$ cat src/rtl/mfp_srec_ahb_writer.sv
// Buffers SREC parser byte writes (optionally coalesced into word entries) and
// replays them as single AHB-Lite write transfers in FIFO order.
module mfp_srec_ahb_writer #(
    parameter int unsigned FIFO_DEPTH   = 8,
    parameter int unsigned COALESCE     = 1,
    parameter int unsigned FLUSH_CYCLES = 16
) (
    input  logic        clock,
    input  logic        reset_n,
    input  logic [31:0] write_address,
    input  logic [7:0]  write_byte,
    input  logic        write_enable,
    input  logic        flush,
    input  logic        HREADY,
    output logic        busy,
    output logic        overflow,
    output logic [31:0] HADDR,
    output logic [2:0]  HBURST,
    output logic        HMASTLOCK,
    output logic [3:0]  HPROT,
    output logic [2:0]  HSIZE,
    output logic [1:0]  HTRANS,
    output logic [31:0] HWDATA,
    output logic        HWRITE
);

    localparam int unsigned PTR_W = $clog2(FIFO_DEPTH);
    localparam int unsigned PW    = PTR_W + 1;
    localparam int unsigned CNT_W = $clog2(FLUSH_CYCLES + 1);
    localparam logic [CNT_W-1:0] IDLE_LAST = CNT_W'(FLUSH_CYCLES - 1);

    typedef struct packed {
        logic [29:0] waddr;
        logic [31:0] data;
        logic [3:0]  mask;
    } entry_t;

    typedef enum logic [1:0] {S_IDLE, S_ADDR, S_DATA} state_t;

    function automatic logic [1:0] low_lane(input logic [3:0] m);
        if (m[0])      return 2'd0;
        else if (m[1]) return 2'd1;
        else if (m[2]) return 2'd2;
        else           return 2'd3;
    endfunction

    assign HBURST    = 3'b000;
    assign HMASTLOCK = 1'b0;
    assign HPROT     = 4'b0011;
    assign HWRITE    = 1'b1;

    logic [1:0]       lane;
    entry_t           new_entry;
    entry_t           pend_q, pend_n, push_entry;
    logic             pend_valid_q, pend_valid_n;
    logic [CNT_W-1:0] idle_q, idle_n;
    logic             mergeable, push;

    assign lane = write_address[1:0];

    always_comb begin
        new_entry.waddr = write_address[31:2];
        new_entry.data  = 32'(write_byte) << {lane, 3'b000};
        new_entry.mask  = 4'b0001 << lane;
    end

    // Pending-entry coalescer: merge, push on full/conflict/timeout/flush
    always_comb begin
        pend_n       = pend_q;
        pend_valid_n = pend_valid_q;
        idle_n       = idle_q;
        mergeable    = 1'b0;
        push         = 1'b0;
        push_entry   = new_entry;
        if (COALESCE != 0) begin
            mergeable  = write_enable && pend_valid_q &&
                         (pend_q.waddr == write_address[31:2]) && !pend_q.mask[lane];
            push       = pend_valid_q && ((pend_q.mask == 4'hF) || (write_enable && !mergeable) ||
                                          (idle_q == IDLE_LAST) || flush);
            push_entry = pend_q;
            if (push) pend_valid_n = 1'b0;
            if (write_enable) begin
                if (mergeable && !push) begin
                    pend_n.data = pend_q.data | new_entry.data;
                    pend_n.mask = pend_q.mask | new_entry.mask;
                end else begin
                    pend_n       = new_entry;
                    pend_valid_n = 1'b1;
                end
            end
            if (write_enable || !pend_valid_q || push) idle_n = '0;
            else                                       idle_n = idle_q + CNT_W'(1);
        end else begin
            push = write_enable;
        end
    end

    entry_t         mem [FIFO_DEPTH];
    entry_t         head;
    logic [PTR_W:0] wr_ptr, rd_ptr, wr_ptr_n, rd_ptr_n;
    logic           fifo_empty, fifo_full, pop, push_ok, drop;
    state_t         state;

    assign fifo_empty = (wr_ptr == rd_ptr);
    assign fifo_full  = (wr_ptr[PTR_W] != rd_ptr[PTR_W]) &&
                        (wr_ptr[PTR_W-1:0] == rd_ptr[PTR_W-1:0]);
    assign pop        = (state == S_IDLE) && !fifo_empty;
    assign push_ok    = push && (!fifo_full || pop);
    assign drop       = push && fifo_full && !pop;
    assign wr_ptr_n   = wr_ptr + PW'(push_ok);
    assign rd_ptr_n   = rd_ptr + PW'(pop);
    assign head       = mem[rd_ptr[PTR_W-1:0]];

    always_ff @(posedge clock) begin
        if (push_ok) mem[wr_ptr[PTR_W-1:0]] <= push_entry;
    end

    entry_t     work;
    logic [1:0] cur_lane;
    logic       full_xfer, fsm_active_n;
    logic [3:0] rem_mask;

    assign full_xfer = (work.mask == 4'hF);
    assign rem_mask  = full_xfer ? 4'h0 : (work.mask & ~(4'b0001 << cur_lane));

    always_comb begin
        fsm_active_n = 1'b1;
        case (state)
            S_IDLE:  fsm_active_n = !fifo_empty;
            S_DATA:  fsm_active_n = !(HREADY && (rem_mask == 4'h0));
            default: fsm_active_n = 1'b1;
        endcase
    end

    // Buffer state, sticky overflow and busy flag
    always_ff @(posedge clock or negedge reset_n) begin
        if (!reset_n) begin
            pend_q       <= '0;
            pend_valid_q <= 1'b0;
            idle_q       <= '0;
            wr_ptr       <= '0;
            rd_ptr       <= '0;
            overflow     <= 1'b0;
            busy         <= 1'b0;
        end else begin
            pend_q       <= pend_n;
            pend_valid_q <= pend_valid_n;
            idle_q       <= idle_n;
            wr_ptr       <= wr_ptr_n;
            rd_ptr       <= rd_ptr_n;
            overflow     <= overflow | drop;
            busy         <= pend_valid_n | (wr_ptr_n != rd_ptr_n) | fsm_active_n;
        end
    end

    // AHB master: one NONSEQ single per word entry, or per set lane of a partial entry
    always_ff @(posedge clock or negedge reset_n) begin
        if (!reset_n) begin
            state    <= S_IDLE;
            work     <= '0;
            cur_lane <= 2'd0;
            HTRANS   <= 2'b00;
            HADDR    <= '0;
            HSIZE    <= 3'b000;
            HWDATA   <= '0;
        end else begin
            case (state)
                S_IDLE: begin
                    if (!fifo_empty) begin
                        work     <= head;
                        cur_lane <= low_lane(head.mask);
                        HADDR    <= {head.waddr, low_lane(head.mask)};
                        HSIZE    <= (head.mask == 4'hF) ? 3'b010 : 3'b000;
                        HTRANS   <= 2'b10;
                        state    <= S_ADDR;
                    end
                end
                S_ADDR: begin
                    if (HREADY) begin
                        HTRANS <= 2'b00;
                        HWDATA <= full_xfer ? work.data : {4{work.data[{cur_lane, 3'b000} +: 8]}};
                        state  <= S_DATA;
                    end
                end
                S_DATA: begin
                    if (HREADY) begin
                        work.mask <= rem_mask;
                        if (rem_mask != 4'h0) begin
                            cur_lane <= low_lane(rem_mask);
                            HADDR    <= {work.waddr, low_lane(rem_mask)};
                            HSIZE    <= 3'b000;
                            HTRANS   <= 2'b10;
                            state    <= S_ADDR;
                        end else begin
                            state <= S_IDLE;
                        end
                    end
                end
                default: state <= S_IDLE;
            endcase
        end
    end

endmodule

$ cat config.mk
export PLATFORM = sky130hd
export DESIGN_NAME = mfp_srec_ahb_writer
export DESIGN_NICKNAME = d
export VERILOG_FILES = /design/src/rtl/mfp_srec_ahb_writer.sv
export SDC_FILE = /design/constraint.sdc
export NUM_CORES = 1
export LEC_CHECK = 0
export BUFFER_PORTS_ARGS = -buffer_cell sky130_fd_sc_hd__buf_4
export CAP_MARGIN = 15
export CORE_MARGIN = 5
export CORE_UTILIZATION = 60
export CTS_CLUSTER_DIAMETER = 30
export DETAILED_ROUTE_END_ITERATION = 8
export PLACE_DENSITY_LB_ADDON = 0.25
export SYNTH_ARGS = -nofsm -noshare
export SYNTH_HDL_FRONTEND = slang
export SYNTH_SLANG_ARGS = --single-unit
$ cat constraint.sdc
create_clock -name clock -period 18.75 [get_ports clock]
set_clock_uncertainty 0.05 [all_clocks]
set_input_delay 1.875 -clock clock [delete_from_list [all_inputs] [get_ports clock]]
set_output_delay 1.875 -clock clock [all_outputs]
set_load 0.02 [all_outputs]
# After elaboration in Yosys (flattened, before gate mapping)
# Memories as Yosys holds them, arrays and structs flattened.
# Index checks and enable logic that the tools add are counted.
# op_classes
add_sub_neg	3
n_lt_le_gt_ge	1
n_eq_ne	15
n_shift	4
mux	44
bitwise_logic	9
n_reduce_logical	38
# op_table
cell	count
2-to-1 mux 32 bit	4
case mux 32 bit (2 select lines)	1
2-to-1 mux 36 bit	1
bitwise OR 32 bit	1
variable part select 32 x 6 -> 8 bit	1
<< shifter 8 x 5 -> 32 bit	1
equality test 30 bit	1
2-to-1 mux 2 bit	15
equality test 4 bit, second input constant	3
logical AND 1 bit	12
2-to-1 mux 4 bit	3
case mux 2 bit (3 select lines)	2
2-to-1 mux 1 bit	9
2-to-1 mux 3 bit	3
adder 4 x 1 -> 4 bit	2
zero test 1 bit	8
!= test 2 bit, second input constant	4
case mux 4 bit (2 select lines)	1
<< shifter 1 x 2 -> 4 bit, first input constant	2
logical OR 1 bit	6
case mux 3 bit (2 select lines)	1
AND reduction 2 bit	3
AND reduction 3 bit	2
adder 5 x 1 -> 5 bit, second input constant	1
24 further kinds	27
# totals
register_bits	221
mem_bits_rw	528
input_bits	45
output_inout_bits	80
elab_cells	133
mem_count	1
# memory_table
memory	words	word_bits	read_ports	rd_clocked_by_memory_dff	write_ports	line_no	rtl
mem	8	66	1	0	1	98	entry_t mem [FIFO_DEPTH];

# Longest topological paths before layout
# Gate-level depths: netlist of run 1.
# logic_depth
ltp_word	16
mapped_depth	13
depth_no_buf	13

# Worst setup path before layout of run 1
# Ideal clock, no wire load.
# synth_timing
kind	input -> register
start	input write_address[0]
end	memory mem[2][0] (netlist name), enable pin
setup_time_ps	843
arrival_time_ps	12824
required_time_ps	17857
setup_slack_ps	5033
stages	4
path_buffers	0
path_cell_list	mux4_2 or3_1 o31ai_2 a2111oi_0
# synth_via
elab_chain_cells	13
# synth_lines
item	line_no	rtl
start: declaration	10	input logic [31:0] write_address,
binary-select mux 1 bit (select 2 bit)	77	(pend_q.waddr == write_address[31:2]) && !pend_q.mask[lane];
2-to-1 mux 1 bit (implied by the code)	77	
zero test 1 bit	77	
logical AND 1 bit	77	
zero test 1 bit	78	push = pend_valid_q && ((pend_q.mask == 4'hF) || (write_enable && !mergeable) ||
logical AND 1 bit	78	
logical OR 1 bit (2 in a row)	78	
logical OR 1 bit	79	(idle_q == IDLE_LAST) || flush);
logical AND 1 bit	78	
logical AND 1 bit	108	assign push_ok = push && (!fifo_full || pop);
2-to-1 mux 1 bit	115	if (push_ok) mem[wr_ptr[PTR_W-1:0]] <= push_entry;
2-to-1 mux 1 bit (implied by the code)	115	
end: declaration	98	
# No other way between the ends. The select of a mux whose other input is x is not followed.

# Worst setup path in the final report of run 1
# layout_timing
start	input write_address[27]
end	register pend_q[58] (netlist name)
# layout_via
elab_chain_cells	13
# layout_lines
item	line_no	rtl
equality test 30 bit (*)	77	
logical AND 1 bit (*)	76	mergeable = write_enable && pend_valid_q &&
logical AND 1 bit (*)	77	
zero test 1 bit	78	
logical AND 1 bit	78	
logical OR 1 bit (2 in a row)	78	
logical OR 1 bit	79	
logical AND 1 bit	78	
zero test 1 bit	83	if (mergeable && !push) begin
logical AND 1 bit (*)	83	
NOT 1 bit (no line) (*)	-	
AND reduction 2 bit (no line) (*)	-	
end signal: assignment	146	pend_q <= pend_n;
end: declaration	54	entry_t pend_q, pend_n, push_entry;
# Every way passes the cells marked *; elsewhere a longest branch is shown, timed or not.
# A chain may end at the register's enable or synchronous reset.

==> flow_summary.yaml, run 1 <==
drt:
  drt-wirelength-per-cell_microns: 26.35
  drt-pass1-iter-count: 7
  routed_via_density: 6.284
  wirelength_microns: 66350
  drc: 0
  ant_nets: 0
  vias: 15820
  initialDrtViolationCount: 1689
sta:
  max_slew_margin: 0.2233
  maxSlewViolCount: 0
  period_needed_ns: 4.913
  rsz0062_at_grt: "false"
  final.setup.tns_ns: 0
  layout_setup_ws_ns: 13.84
  fmax_mhz: 203.5
  hold_viol: 0
  finalSetupViolCount: 0
  worstMarginPinSlew_ns: 1.161
  final.period_utilization: 0.2620
cts:
  cts_tree: "done"
  cts_root_buf: "clkbuf_16"
  hold_buffers: 0
  clkLatencyLatePin_ns: 0.70
  cts_buffer_depth: 3
  cts_num_sinks: 744
  cts_buffers: 130
  post_cts_resized: 0
  clk_pin_slew_ns: 0.05
  post-cts-setup-buffer-count: 0
  htree_levels: 4
layout:
  num-nets-final: 1844
  final_area_sq_um: 35070
  n_fill_cell: 2686
  syn2layout_area_growth_pct: 20.81
  multi_input_area_sq_um: 7385
  drive_above_1_share: 0.3018
  seq_area_sq_um: 21270
power_and_ir_drop:
  p_leak_uw: 0.01294
  clkPwrFrac: 0.365
  switching_share: 0.3120
  ir_drop_mv: 0.1582
  power.total_uw: 6522
  p_seq_frac: 0.375
  p_switching_uw: 2035
  internal_power_uw: 4487
  combPwrFrac: 0.260
  powerDensity_nw_per_um2: 186.0
worst_setup_path:
  crit_path_start_kind: "input port"
  critPathKind: "input port to register"
  rrSetupSlack_ns: 14.57
  ff2ff_path_depth: 6
  r2r-end: "pend_q[58]"
  arrival_ns: 5.44
  r2r_start: "pend_q[61]"
  critical_path_peak_fanout: 52
  end_kind: "register"
  critPathRequiredTime_ns: 19.27
placement:
  postPlaceCellArea_sq_um: 30550
  preCtsSetupSlack_ns: 13.15
  finalWeightedCongestion: 0.7873
  dp_hpwl_microns: 34290
  port_buffers: 112
die:
  dieArea_sq_um: 52880
  initial_core_util: 0.6067
  dieHeight_microns: 230.0
  core.rowCount: 80
  core_sq_um: 47850
  ios: 125
  dieWidth_microns: 230.0
grt:
  grt_usage: 0.2583
  grt_pass1_wl_microns: 102500
  grt_pass1_vias: 16840
  antenna_found_initial: 1
  grt_max_degree: 134
  globalRoute.busiestLayer: "met2"
  grt_use_met1: 0.3514
  grt.overflow.total: 0
  use_met2: 0.4045
  use_met3: 0.08228
synth:
  netlist_top_cells_area: "edfxtp_1 (55%), dfrtp_1 (19%), mux4_2 (11%)"
  yosysSeqAreaShare: 0.7324
  syn_inst: 1608
  async_reset_ff_frac: 0.2903
  syn_area_sq_um: 29030
  synth_top_area_share: 0.5462
  yosysUniqueCellTypes: 45
  synth.avg_cell_area_sq_um: 18.05
  ys_top_cells_by_count: "edfxtp_1 (528), dfrtp_1 (216), nand2_1 (143)"
  synth_seq_cells: 744
  synth_largest_area_cell: "edfxtp_1"
  synth.most_common_cell: "edfxtp_1"
  synth_edf_count: 528
  ys.flop_type: "edfxtp_1"
  synth_warnings: 0
min_path:
  hold_start: "idle_q[0]"
  hold_path_class: "register to register"
  min_path_cells: 1
  hold_end: "idle_q[0]"
status:
  run_status: "completed"
job:
  maxCapViolCount: 0
placed cells by master (no fill, tap or decap), drive strengths merged, types with 25 or more instances in the layout:
| cell | netlist | routed |
|---|---|---|
| clkbuf | 46 | 159 |
| o21ai | 106 | 106 |
| a31oi | 34 | 34 |
| clkinv | 0 | 32 |
| edfxtp | 528 | 528 |
| mux2i | 65 | 65 |
| mux2 | 64 | 64 |
| nor2 | 43 | 43 |
| dfrtp | 216 | 216 |
| inv | 10 | 30 |
| buf | 54 | 143 |
| mux4 | 141 | 141 |
| a22o | 32 | 32 |
| xor2 | 25 | 25 |
| nand2 | 143 | 143 |
how the worst max path moves through the flow:
stage	startpoint	to	slack, ns	cells after the start
after floorplan	write_address[0]	mem[2][0]	5.03	4
after global placement	write_address[27]	pend_q[58]	13.21	7
after detailed placement	write_address[27]	pend_q[65]	13.15	7
after CTS	write_address[27]	pend_q[36]	13.83	7
after global routing	write_address[27]	pend_q[36]	13.59	7
final	write_address[27]	pend_q[58]	13.84	7
power groups by stage:
stage | logic (uW) | clock network (uW) | registers [uW]
finish | 1700 | 2380 | 2440
global route | 1830 | 2510 | 2480
CTS | 1710 | 2410 | 2440
detailed placement | 1680 | 0 | 2450
global placement | 1650 | 0 | 2430
floorplan | 1140 | 0 | 2470
area by class of cell:
| cell class | instances | share of cell area |
|---|---|---|
| Tap cell | 615 | 0.02194 |
| Clock inverter | 82 | 0.02836 |
| Clock buffer | 159 | 0.09968 |
| Timing Repair Buffer | 143 | 0.03175 |
| Sequential cell | 744 | 0.6066 |
| Inverter | 10 | 0.001070 |
| Multi-Input combinational cell | 764 | 0.2106 |
| Antenna cell | 1 | 0.00007135 |
state kept, by name, indices dropped and copies added (netlist names):
| name | cells |
|---|---|
| overflow | 1 |
| work | 66 |
| wr_ptr | 4 |
| HWDATA | 32 |
| HSIZE | 1 |
| rd_ptr | 4 |
| idle_q | 5 |
| HTRANS | 1 |
| pend_q | 66 |
| state | 2 |
| mem | 528 |
| HADDR | 32 |
| busy | 1 |
| pend_valid_q | 1 |
cells by family after synthesis:
| kind of cell | share of synthesized area |
|---|---|
| buf+inv | 0.01772 |
| fa+ha+maj | 0.002931 |
| simple gates | 0.03401 |
| compound gates | 0.04276 |
| flops | 0.7324 |
| xor+xnor | 0.01328 |
| other cells | 0.0002587 |
| mux | 0.1566 |
layer usage:
layer  share of wire  vias up
met5               0        -
met4           0.026        0
met3           0.093      145
met2            0.49      781
met1            0.39     8219
li1                -     6678
worst max-delay path, cell delays in order:
cell and delay, ns:
buf_4 0.12, xor2_1 0.26, nor4_1 0.54, nand4_1 0.34
o41ai_4 1.11, buf_4 0.72, mux2_2 0.42
metrics by stage:
| stage | std cells | hold WS (ns) | util |
|---|---|---|---|
| 2_1_floorplan | 1618 | 0.3808 | - |
| 3_3_place_gp | 2275 | 0.3986 | 0.6385 |
| 3_5_place_dp | 2275 | 0.4116 | 0.6385 |
| 4_1_cts | 2516 | 0.4178 | 0.7323 |
| 5_1_grt | 2517 | 0.4377 | 0.7329 |
| 6_report | 2518 | 0.4227 | 0.7330 |
No activity file was read; power rests on OpenSTA's default activity.
==> run 2, diff against run 1 <==
--- a/config.mk
+++ b/config.mk
@@ -5,6 +5,7 @@
 export SDC_FILE = /design/constraint.sdc
 export NUM_CORES = 1
 export LEC_CHECK = 0
+export ABC_AREA = 1
 export BUFFER_PORTS_ARGS = -buffer_cell sky130_fd_sc_hd__buf_4
 export CAP_MARGIN = 15
 export CORE_MARGIN = 5
==> constraint.sdc (replaced) <==
create_clock -name clock -period 4.9 [get_ports clock]
set_clock_uncertainty 0.05 [all_clocks]
set_input_delay 0.49 -clock clock [delete_from_list [all_inputs] [get_ports clock]]
set_output_delay 0.49 -clock clock [all_outputs]
set_load 0.02 [all_outputs]
==> run 2 against run 1 <==
Power grew to 4.1 times the previous value. Final area grew 5.2%. Non-clock buffer count grew 40. Die area grew 4.4%. Worst setup slack lost 13 ns. Via count grew 38%. Sequential power grew to 3.7 times the previous value. Clock-buffer cell count grew 18. Clock power grew to 4.0 times the previous value. Worst hold slack lost 0.39 ns. Largest cell class unchanged. Synthesized area grew 4.6%. Largest power group is now clock. Synthesized cell count grew 72%.
==> flow_summary.yaml, run 2 <==
grt:
  grt_pass1_vias: 21670
  grt_max_degree: 202
  grt.overflow.total: 0
  antenna_found_initial: 0
  grt_pass1_wl_microns: 121700
  grt_usage: 0.2831
placement:
  finalWeightedCongestion: 0.8657
  preCtsSetupSlack_ns: 1.327
  dp_hpwl_microns: 43220
  port_buffers: 112
worst_setup_path:
  critPathBufInv: 4
  critPathKind: "register to register"
  critPathRequiredTime_ns: 5.38
  cp_top_family: "simple AND/OR/NAND/NOR gates"
  critical_path_peak_fanout: 33
  crit_path_start_kind: "register"
  worstPathCellList: "ha_1 > nand2_1 > nor2_1 > ha_1 > nor2_1 > o21ai_0 > nand2_1 > nand2_1 > nor2_1 > nand4_2 > buf_4 > nand3_1 > buf_4 > inv_1 > ha_1 > ha_1 > inv_1 > a21oi_1 > o21ai_0 > a211oi_1 > nand2_1 > nor2_1 > nand3_1"
  crit_path_top_delay_cell: "dfrtp_1"
  r2r_start: "idle_q[0]"
  arrival_ns: 4.09
  end_kind: "register"
  critPathLaunch: "idle_q[0]"
  cpPeakStageDelay_ns: 0.39
power_and_ir_drop:
  p_leak_uw: 0.01498
  p_switching_uw: 9466
  combPwrFrac: 0.299
  p_seq_frac: 0.338
  clkPwrFrac: 0.363
  internal_power_uw: 17020
  ir_drop_mv: 0.8539
  powerDensity_nw_per_um2: 717.8
  switching_share: 0.3575
sta:
  maxSlewViolCount: 0
  worstMarginPinSlew_ns: 1.128
  rsz0062_at_grt: "false"
  finalSetupViolCount: 0
  fmax_mhz: 277.1
  final.period_utilization: 0.7366
  layout_setup_ws_ns: 1.291
  final.setup.tns_ns: 0
  max_slew_margin: 0.2479
  hold_viol: 0
  period_needed_ns: 3.609
synth:
  synth.most_common_cell: "nand2_1"
  synth_seq_cells: 744
  yosysUniqueCellTypes: 40
  async_reset_ff_frac: 0.2903
  synth_edf_count: 528
  syn_area_sq_um: 30370
  netlist_top_cells_area: "edfxtp_1 (52%), dfrtp_1 (18%), nand2_1 (8.2%)"
  synth.avg_cell_area_sq_um: 11.01
  syn_inst: 2759
  yosysSeqAreaShare: 0.7001
  synth_largest_area_cell: "edfxtp_1"
  synth_top_area_share: 0.5221
  ys.flop_type: "edfxtp_1"
  ys_top_cells_by_count: "nand2_1 (663), edfxtp_1 (528), nor2_1 (390)"
  synth_warnings: 0
cts:
  hold_buffers: 31
  cts_tree: "done"
  cts_num_sinks: 744
  post-cts-setup-buffer-count: 0
  cts_buffer_depth: 3
  cts_root_buf: "clkbuf_16"
  clk_pin_slew_ns: 0.05
  clkLatencyLatePin_ns: 0.70
  cts_buffers: 137
  post_cts_resized: 0
  htree_levels: 4
min_path:
  hold_path_class: "input port to register"
  hold_start: "write_address[16]"
drt:
  wirelength_microns: 79000
  routed_via_density: 5.880
  drc: 0
  vias: 21850
  initialDrtViolationCount: 2469
  ant_nets: 0
  drt-wirelength-per-cell_microns: 21.26
  drt-pass1-iter-count: 6
status:
  run_status: "completed"
die:
  initial_core_util: 0.6065
  core_sq_um: 50070
  ios: 125
  core.rowCount: 82
  dieHeight_microns: 235.0
  dieWidth_microns: 235.0
  dieArea_sq_um: 55210
layout:
  largest_register_ffs: 528
  drive_above_1_share: 0.1376
  n_antenna_cell: 0
  n_fill_cell: 3198
  syn2layout_area_growth_pct: 21.50
  seq_area_sq_um: 21270
  layout_common_cells: "nand2_1 (661), edfxtp_1 (528), nor2_1 (381)"
  multi_input_area_sq_um: 7859
  num-nets-final: 2981
  final_common_cell: "nand2_1"
job:
  maxCapViolCount: 0
[run 2: final cells by class]
type / instances / share of cell area
multi-input cells: 1721 / 0.2130
clock inverters: 76 / 0.02699
repair buffers: 183 / 0.04371
flip-flops and latches: 744 / 0.5764
well taps: 672 / 0.02279
clock buffers: 177 / 0.1024
inverters: 143 / 0.01472
[run 2: path summary, 6_finish.rpt]
check / slack [ns] / depth (start not counted) / endpoint
worst max-delay path: 1.29 / 23 / busy
max in group asynchronous: 3.15 / 3 / pend_q[44]
worst max register to register: 1.29 / 23 / busy
worst min-delay path: 0.03 / 3 / pend_q[50]
min in group asynchronous: 0.36 / 2 / work[32]
worst min register to register: 0.42 / 1 / idle_q[0]
[run 2: kinds of logic (layout without fill, tap and decap cells)]
group                    after synthesis  count (layout)  share of synthesized area
AO/OA/AOI/OAI                        456             456                    0.08570
adder cells (fa/ha/maj)                6               6                   0.002472
buffers and inverters                304             579                    0.04504
XOR/XNOR                              13              13                   0.003750
flip-flops                           744             744                     0.7001
other                                  2              12                  0.0002473
AND/OR/NAND/NOR                     1234            1234                     0.1627
[run 2: routing by layer]
layer / wire length, microns / global-route usage / vias up / part of all wire
li1: - / - / 9812 / -
met1: 30020 / 0.3686 / 10680 / 0.38
met2: 39240 / 0.4673 / 1147 / 0.50
met3: 7082 / 0.06578 / 211 / 0.090
met4: 2660 / 0.1133 / 0 / 0.034
met5: 0 / 0 / - / 0
[run 2: per-stage QoR]
stage / util / total power [uW] / hold slack, ns / instance area (sq um) / cells
floorplan: - / 14100 / 0.1444 / 30400 / 2769
global placement: 0.6351 / 16440 / 0.3923 / 31800 / 3431
detailed placement: 0.6351 / 16720 / 0.4100 / 31800 / 3431
CTS: 0.7367 / 26500 / 0.002160 / 36880 / 3715
global route: 0.7369 / 27750 / 0.01809 / 36890 / 3716
finish: 0.7369 / 26480 / 0.03216 / 36890 / 3716
[run 2: tightest hold or removal path, cell delays in order]
cell and delay, ns:
buf_4 0.09, nand3_1 0.08, nand2_1 0.08
[run 2: power groups by stage]
stage / sequential [uW] / clock [uW] / combinational, uW
after global routing: 9050 / 10000 / 8680
final: 8950 / 9600 / 7930
after global placement: 8950 / 0 / 7490
after floorplan: 9150 / 0 / 4960
after CTS: 8930 / 9680 / 7890
after detailed placement: 9010 / 0 / 7710
